`config.mk`:
```
export PLATFORM = sky130hd
export DESIGN_NAME = vr_wheel_gen_flat
export DESIGN_NICKNAME = d
export VERILOG_FILES = /design/src/rtl/vr_wheel_if.sv /design/src/rtl/vr_wheel_gen.sv /design/src/flat_wrapper.sv
export SDC_FILE = /design/constraint.sdc
export NUM_CORES = 1
export LEC_CHECK = 0
export ABC_CLOCK_PERIOD_IN_PS = 3200
export CORE_MARGIN = 1
export CORE_UTILIZATION = 32
export CTS_BUF_LIST = sky130_fd_sc_hd__clkbuf_16
export CTS_CLUSTER_DIAMETER = 40
export DETAILED_ROUTE_END_ITERATION = 8
export PLACE_DENSITY = 0.57
export SLEW_MARGIN = 5
export SYNTH_ARGS = -nofsm -noshare
export SYNTH_HDL_FRONTEND = slang
export SYNTH_SLANG_ARGS = --single-unit
export TNS_END_PERCENT = 1
```
`constraint.sdc`:
```
create_clock -name clk -period 3.2 [get_ports clk]
set_clock_uncertainty 0.2 [all_clocks]
set_input_delay 0.32 -clock clk [delete_from_list [all_inputs] [get_ports clk]]
set_output_delay 0.32 -clock clk [all_outputs]
set_load 0.03 [all_outputs]
```
`src/rtl/vr_wheel_if.sv`:
```
// Wheel generator bus: run/config request from the controller, wheel
// signal and status back from the generator.
interface vr_wheel_if #(
   parameter int PW = 16,
   parameter int TW = 8
);
   logic          enable;
   logic [PW-1:0] tooth_period;
   logic [TW-1:0] teeth_total;
   logic [TW-1:0] teeth_missing;
   logic          vr_out;
   logic [TW-1:0] tooth_idx;
   logic          rev_pulse;
   logic          busy;
   logic          cfg_err;

   modport master (
      output enable, tooth_period, teeth_total, teeth_missing,
      input  vr_out, tooth_idx, rev_pulse, busy, cfg_err
   );

   modport slave (
      input  enable, tooth_period, teeth_total, teeth_missing,
      output vr_out, tooth_idx, rev_pulse, busy, cfg_err
   );
endinterface

```
`src/rtl/vr_wheel_gen.sv`:
```
// Missing-tooth crank wheel generator. Emits a square wave per present tooth
// (P>>1 cycles high, remainder low) followed by P low cycles per missing
// position. Period is latched per tooth position, tooth/missing counts per
// revolution; enable is only honoured at tooth boundaries.
module vr_wheel_gen #(
   parameter int PW = 16,
   parameter int TW = 8
) (
   input  logic       clk,
   input  logic       rst,
   vr_wheel_if.slave  bus
);

   typedef enum logic [1:0] {IDLE, HIGH, LOW, GAP} state_t;

   state_t        state, state_n;
   logic [PW-1:0] cnt, cnt_n;        // cycles elapsed in current phase, 1-based
   logic [PW-1:0] p_q, p_n;          // period latched for current tooth position
   logic [TW-1:0] tot_q, tot_n;
   logic [TW-1:0] mis_q, mis_n;
   logic [TW-1:0] idx_q, idx_n;
   logic          vr_q, vr_n;
   logic          rev_q, rev_n;
   logic          busy_q;
   logic          err_q, err_n;

   logic [PW-1:0] eff_p;
   logic [PW-1:0] h_len;
   logic [PW-1:0] l_len;
   logic          cfg_ok;
   logic          bnd;
   logic [TW-1:0] idx_inc;
   logic          last_pos;

   assign eff_p    = (bus.tooth_period < PW'(2)) ? PW'(2) : bus.tooth_period;
   assign cfg_ok   = (bus.teeth_total >= TW'(2)) && (bus.teeth_missing < bus.teeth_total);
   assign h_len    = p_q >> 1;
   assign l_len    = p_q - h_len;
   assign idx_inc  = idx_q + TW'(1);
   assign last_pos = (idx_q == tot_q - TW'(1));

   // Next-state, counters and next registered outputs
   always_comb begin
      state_n = state;
      cnt_n   = cnt;
      p_n     = p_q;
      tot_n   = tot_q;
      mis_n   = mis_q;
      idx_n   = idx_q;
      vr_n    = vr_q;
      rev_n   = 1'b0;
      err_n   = 1'b0;
      bnd     = 1'b0;

      case (state)
         IDLE: begin
            vr_n  = 1'b0;
            idx_n = '0;
            cnt_n = '0;
            if (bus.enable) begin
               tot_n = bus.teeth_total;
               mis_n = bus.teeth_missing;
               if (cfg_ok) begin
                  state_n = HIGH;
                  p_n     = eff_p;
                  cnt_n   = PW'(1);
                  vr_n    = 1'b1;
                  rev_n   = 1'b1;
               end else begin
                  err_n = 1'b1;
               end
            end
         end
         HIGH: begin
            if (cnt == h_len) begin
               state_n = LOW;
               cnt_n   = PW'(1);
               vr_n    = 1'b0;
            end else begin
               cnt_n = cnt + PW'(1);
            end
         end
         LOW: begin
            if (cnt == l_len) bnd = 1'b1;
            else              cnt_n = cnt + PW'(1);
         end
         GAP: begin
            if (cnt == p_q) bnd = 1'b1;
            else            cnt_n = cnt + PW'(1);
         end
         default: state_n = IDLE;
      endcase

      // Tooth boundary: sample enable, advance or wrap the position
      if (bnd) begin
         if (!bus.enable) begin
            state_n = IDLE;
            vr_n    = 1'b0;
            idx_n   = '0;
            cnt_n   = '0;
         end else if (last_pos) begin
            tot_n = bus.teeth_total;
            mis_n = bus.teeth_missing;
            idx_n = '0;
            if (cfg_ok) begin
               state_n = HIGH;
               p_n     = eff_p;
               cnt_n   = PW'(1);
               vr_n    = 1'b1;
               rev_n   = 1'b1;
            end else begin
               // New revolution config is bad: park and flag it
               state_n = IDLE;
               cnt_n   = '0;
               vr_n    = 1'b0;
               err_n   = 1'b1;
            end
         end else begin
            idx_n = idx_inc;
            p_n   = eff_p;
            cnt_n = PW'(1);
            if (idx_inc < tot_q - mis_q) begin
               state_n = HIGH;
               vr_n    = 1'b1;
            end else begin
               state_n = GAP;
               vr_n    = 1'b0;
            end
         end
      end
   end

   // State, counters and registered outputs
   always_ff @(posedge clk or posedge rst) begin
      if (rst) begin
         state  <= IDLE;
         cnt    <= '0;
         p_q    <= '0;
         tot_q  <= '0;
         mis_q  <= '0;
         idx_q  <= '0;
         vr_q   <= 1'b0;
         rev_q  <= 1'b0;
         busy_q <= 1'b0;
         err_q  <= 1'b0;
      end else begin
         state  <= state_n;
         cnt    <= cnt_n;
         p_q    <= p_n;
         tot_q  <= tot_n;
         mis_q  <= mis_n;
         idx_q  <= idx_n;
         vr_q   <= vr_n;
         rev_q  <= rev_n;
         busy_q <= (state_n != IDLE);
         err_q  <= err_n;
      end
   end

   assign bus.vr_out    = vr_q;
   assign bus.tooth_idx = idx_q;
   assign bus.rev_pulse = rev_q;
   assign bus.busy      = busy_q;
   assign bus.cfg_err   = err_q;

endmodule
```
`src/flat_wrapper.sv`:
```
// flat-port wrapper written by rule: the top's interface ports become plain ports
module vr_wheel_gen_flat 
#(
   parameter int PW = 16,
   parameter int TW = 8
)
  (clk, rst, bus_enable, bus_tooth_period, bus_teeth_total, bus_teeth_missing, bus_vr_out, bus_tooth_idx, bus_rev_pulse, bus_busy, bus_cfg_err);
  vr_wheel_if #(.PW(PW), .TW(TW)) bus_i ();
  input  logic clk;
  input  logic rst;
  input wire logic [$bits(bus_i.enable)-1:0] bus_enable;
  input wire logic [$bits(bus_i.tooth_period)-1:0] bus_tooth_period;
  input wire logic [$bits(bus_i.teeth_total)-1:0] bus_teeth_total;
  input wire logic [$bits(bus_i.teeth_missing)-1:0] bus_teeth_missing;
  output wire logic [$bits(bus_i.vr_out)-1:0] bus_vr_out;
  output wire logic [$bits(bus_i.tooth_idx)-1:0] bus_tooth_idx;
  output wire logic [$bits(bus_i.rev_pulse)-1:0] bus_rev_pulse;
  output wire logic [$bits(bus_i.busy)-1:0] bus_busy;
  output wire logic [$bits(bus_i.cfg_err)-1:0] bus_cfg_err;
  assign bus_i.enable = bus_enable;
  assign bus_i.tooth_period = bus_tooth_period;
  assign bus_i.teeth_total = bus_teeth_total;
  assign bus_i.teeth_missing = bus_teeth_missing;
  assign bus_vr_out = bus_i.vr_out;
  assign bus_tooth_idx = bus_i.tooth_idx;
  assign bus_rev_pulse = bus_i.rev_pulse;
  assign bus_busy = bus_i.busy;
  assign bus_cfg_err = bus_i.cfg_err;
  vr_wheel_gen #(.PW(PW), .TW(TW)) u_core (.clk(clk), .rst(rst), .bus(bus_i));
endmodule
```
==> flow_metrics.py <==
metrics = {
    "status": {
        "status": "complete, but fails checks",
        "violations": "negative setup slack",
    },
    "floorplan": {
        "chipHeight_um": 128.0,
        "die_x_um": 128.0,
        "core_um2": 15370,
        "ios": 47,
        "start_util": 0.3303,
        "rows": 45,
        "dieArea_um2": 16380,
    },
    "cts": {
        "cts_tree": "built",
        "htree_levels": 3,
        "hold_buffers": 0,
        "cts_sinks": 62,
        "insertion_delay_ns": 0.34,
        "cts_buffers": 9,
        "cts_buffer_depth": 2,
        "clk_pin_slew_ns": 0.06,
        "cts_root_buf": "clkbuf_16",
    },
    "timing": {
        "setup_violations": 40,
        "slew_headroom": 0.6240,
        "finalCriticalPeriod_ns": 3.380,
        "fmax_mhz": 295.9,
        "worst_pin_slew_ns": 0.5589,
        "period_share": 1.056,
        "maxSlewViolCount": 0,
        "rsz0062_at_grt": "true",
        "finalHoldViolCount": 0,
        "holdWs_ns": 0.1542,
        "setup_ws_ns": -0.1795,
    },
    "yosys": {
        "synth_most_common_cell": "dfrtp_1",
        "avgSynthCellArea_um2": 9.333,
        "synth_ff_type": "dfrtp_1",
        "synth_top_area_cell": "dfrtp_1",
        "yosys-top-cells-area": "dfrtp_1, ha_1, xnor2_1",
        "async_flop_share": 1.000,
        "syn_inst": 544,
        "synth.top_cell.area_share": 0.3056,
        "yosys-top-cells-count": "dfrtp_1, inv_1, xnor2_1",
        "synth_area_um2": 5077,
        "synth-edff-count": 0,
        "ys_warn_count": 0,
        "synth.distinct_cells": 60,
        "seq_area_frac_synth": 0.3056,
        "syn_nets": 620,
        "synth_seq_cells": 62,
    },
    "worst_setup_path": {
        "critPathMaxFanout": 8,
        "crit_path_end_kind": "flip-flop",
        "path_cells": "inv_2, ha_4, or3b_4, or4_4, a2111oi_4, o211ai_4, or3_4, o32ai_4, clkbuf_16, mux2_4",
        "startpoint": "u_core.tot_q[1]",
        "r2r_start": "u_core.tot_q[1]",
        "worstSetupPathType": "flip-flop to flip-flop",
        "critPathSlowestCell": "or4_4",
        "reg2reg_to": "u_core.mis_q[2]",
        "crit_path_end": "u_core.mis_q[2]",
        "start_kind": "flip-flop",
        "cp_slowest_stage_delay_ns": 0.44,
        "reg2reg_depth": 10,
        "r2r_slack_ns": -0.18,
        "cp_data_arrival_time_ns": 3.41,
        "worstPathRequired_ns": 3.23,
    },
    "final_layout": {
        "nets": 755,
        "regArea_um2": 1553,
        "area_growth_pct": 36.89,
        "fillCellCount": 1470,
        "utilization": 0.4522,
        "diodes": 0,
        "multi_input_area_um2": 3353,
        "drive_above_1_share": 0.2763,
    },
    "global_route": {
        "grt_overflow": 0,
        "antenna_found_initial": 0,
        "grt_pass1_vias": 4546,
        "grt_pass1_wl_um": 22430,
        "grtUsageTotal": 0.1784,
        "grt_max_degree": 63,
    },
    "placement": {
        "routabilityCongestion": 0.8547,
        "dpl.hpwl_um": 11000,
        "numPortBuffers": 46,
    },
    "route": {
        "viasPerCell": 4.940,
        "firstDrtPassIters": 4,
        "wire_per_inst_um": 15.61,
        "drtAntennaViolNets": 0,
        "route.detailed.drc": 0,
        "drt_iter0_drc": 223,
        "wirelength_um": 13970,
        "vias": 4421,
    },
    "pwr": {
        "powerDensity_nw_per_um2": 1050,
        "power.total_uw": 7295,
        "leakagePower_uw": 0.003184,
        "ir_drop_mv": 0.4968,
    },
    "job": {
        "drv_cap": 0,
    },
    "min_path": {
        "hp-class": "input pin to asynchronous set/reset pin",
    },
}
## worst max-delay path, delay by kind of cell, from the launching register on
family          cells  cell delay [ns]
compound gates      3             0.71
fa+ha+maj           1             0.13
buf+inv             2             0.33
simple gates        3             1.18
flops               1             0.41
mux                 1             0.30
## per-layer routing
layer,vias to the layer above,GRT usage,part of all wire
met4,0,0.05329,0.015
met3,15,0.04508,0.032
met1,2145,0.2051,0.44
li1,2198,-,-
met2,63,0.3238,0.51
met5,-,0,0
## cell usage in the layout (no fill, tap or decap), types with 4 or more instances in the layout
cell              n
buf_4            96
xor2_1           41
o21ai_0          18
nand3_1          19
nand2b_1         13
mux2_4            8
nor2b_1           5
o21ai_1           4
xnor2_1          45
a21oi_2           8
clkbuf_16        10
nor3_1            8
nor2_1           29
nand4_1           8
a21oi_1          16
ha_1             36
nand2_1          28
a32o_1            5
inv_1            42
mux2_2           23
dfrtp_1          61
and3_1            7
clkdlybuf4s50_1  46
nor4_1            9
o2111ai_1         4
mux2i_1           5
a21o_1           10
## how the worst min path moves through the flow
| stage | start | to | cells past startpoint |
|---|---|---|---|
| 2_1_floorplan | bus_tooth_period[0] | u_core.p_q[0] | 2 |
| 3_3_place_gp | u_core.mis_q[5] | u_core.mis_q[5] | 1 |
| 3_5_place_dp | u_core.mis_q[5] | u_core.mis_q[5] | 1 |
| 4_1_cts | rst | u_core.p_q[3] | 3 |
| 5_1_grt | rst | u_core.cnt[5] | 3 |
| 6_report | rst | u_core.cnt[1] | 3 |
## registers in the layout, summed over array words and instances (netlist names)
signal,flops
u_core.cnt,16
u_core.p_q,16
u_core.bus.tooth_idx,8
u_core.mis_q,8
u_core.tot_q,8
u_core.state,2
u_core.bus.busy,1
u_core.bus.cfg_err,1
u_core.bus.rev_pulse,1
u_core.bus.vr_out,1
## cells by family (layout without fill, tap and decap cells)
| logic type | Yosys count | count (layout) | synth area share |
|---|---|---|---|
| AND/OR/NAND/NOR | 148 | 148 | 0.1538 |
| AO/OA/AOI/OAI | 102 | 102 | 0.1471 |
| XOR/XNOR | 86 | 86 | 0.1483 |
| buffers and inverters | 69 | 209 | 0.05742 |
| flip-flops | 62 | 62 | 0.3056 |
| adder cells (fa/ha/maj) | 41 | 41 | 0.1040 |
| multiplexers | 36 | 36 | 0.08379 |
## power by group
| part | leakage [µW] | internal (µW) | switching [µW] |
|---|---|---|---|
| Sequential | 0.000778 | 1040 | 298 |
| Combinational | 0.00225 | 2550 | 2330 |
| Clock | 0.000152 | 684 | 404 |
## cell type report
class,instances,area share
clock buffers,9,0.03240
clock inverters,7,0.01404
inverters,45,0.02430
multi-input cells,413,0.4824
flip-flops and latches,62,0.2234
well taps,211,0.03798
repair buffers,148,0.1854
## repair_timing
item | 4_1_cts | 5_1_grt
pin swaps | 3 | 12
setup buffers | 1 | 2
endpoints found under the setup margin | 62 | 62
gates resized for setup | 10 | 24
cloned | 0 | 1
## stage by stage
step                      TNS (ns)  setup WS (ns)  std cells  instance area [µm²]
final                       -4.093        -0.1795        895                 6950
after global routing        -12.65        -0.3543        895                 6950
after CTS                   -9.744        -0.2308        892                 6828
after detailed placement    -18.32        -0.3603        875                 6459
after global placement      -17.43        -0.3440        875                 6459
after floorplan             -4.655        -0.2042        544                 5089
No activity file was read; power rests on OpenSTA's default activity.
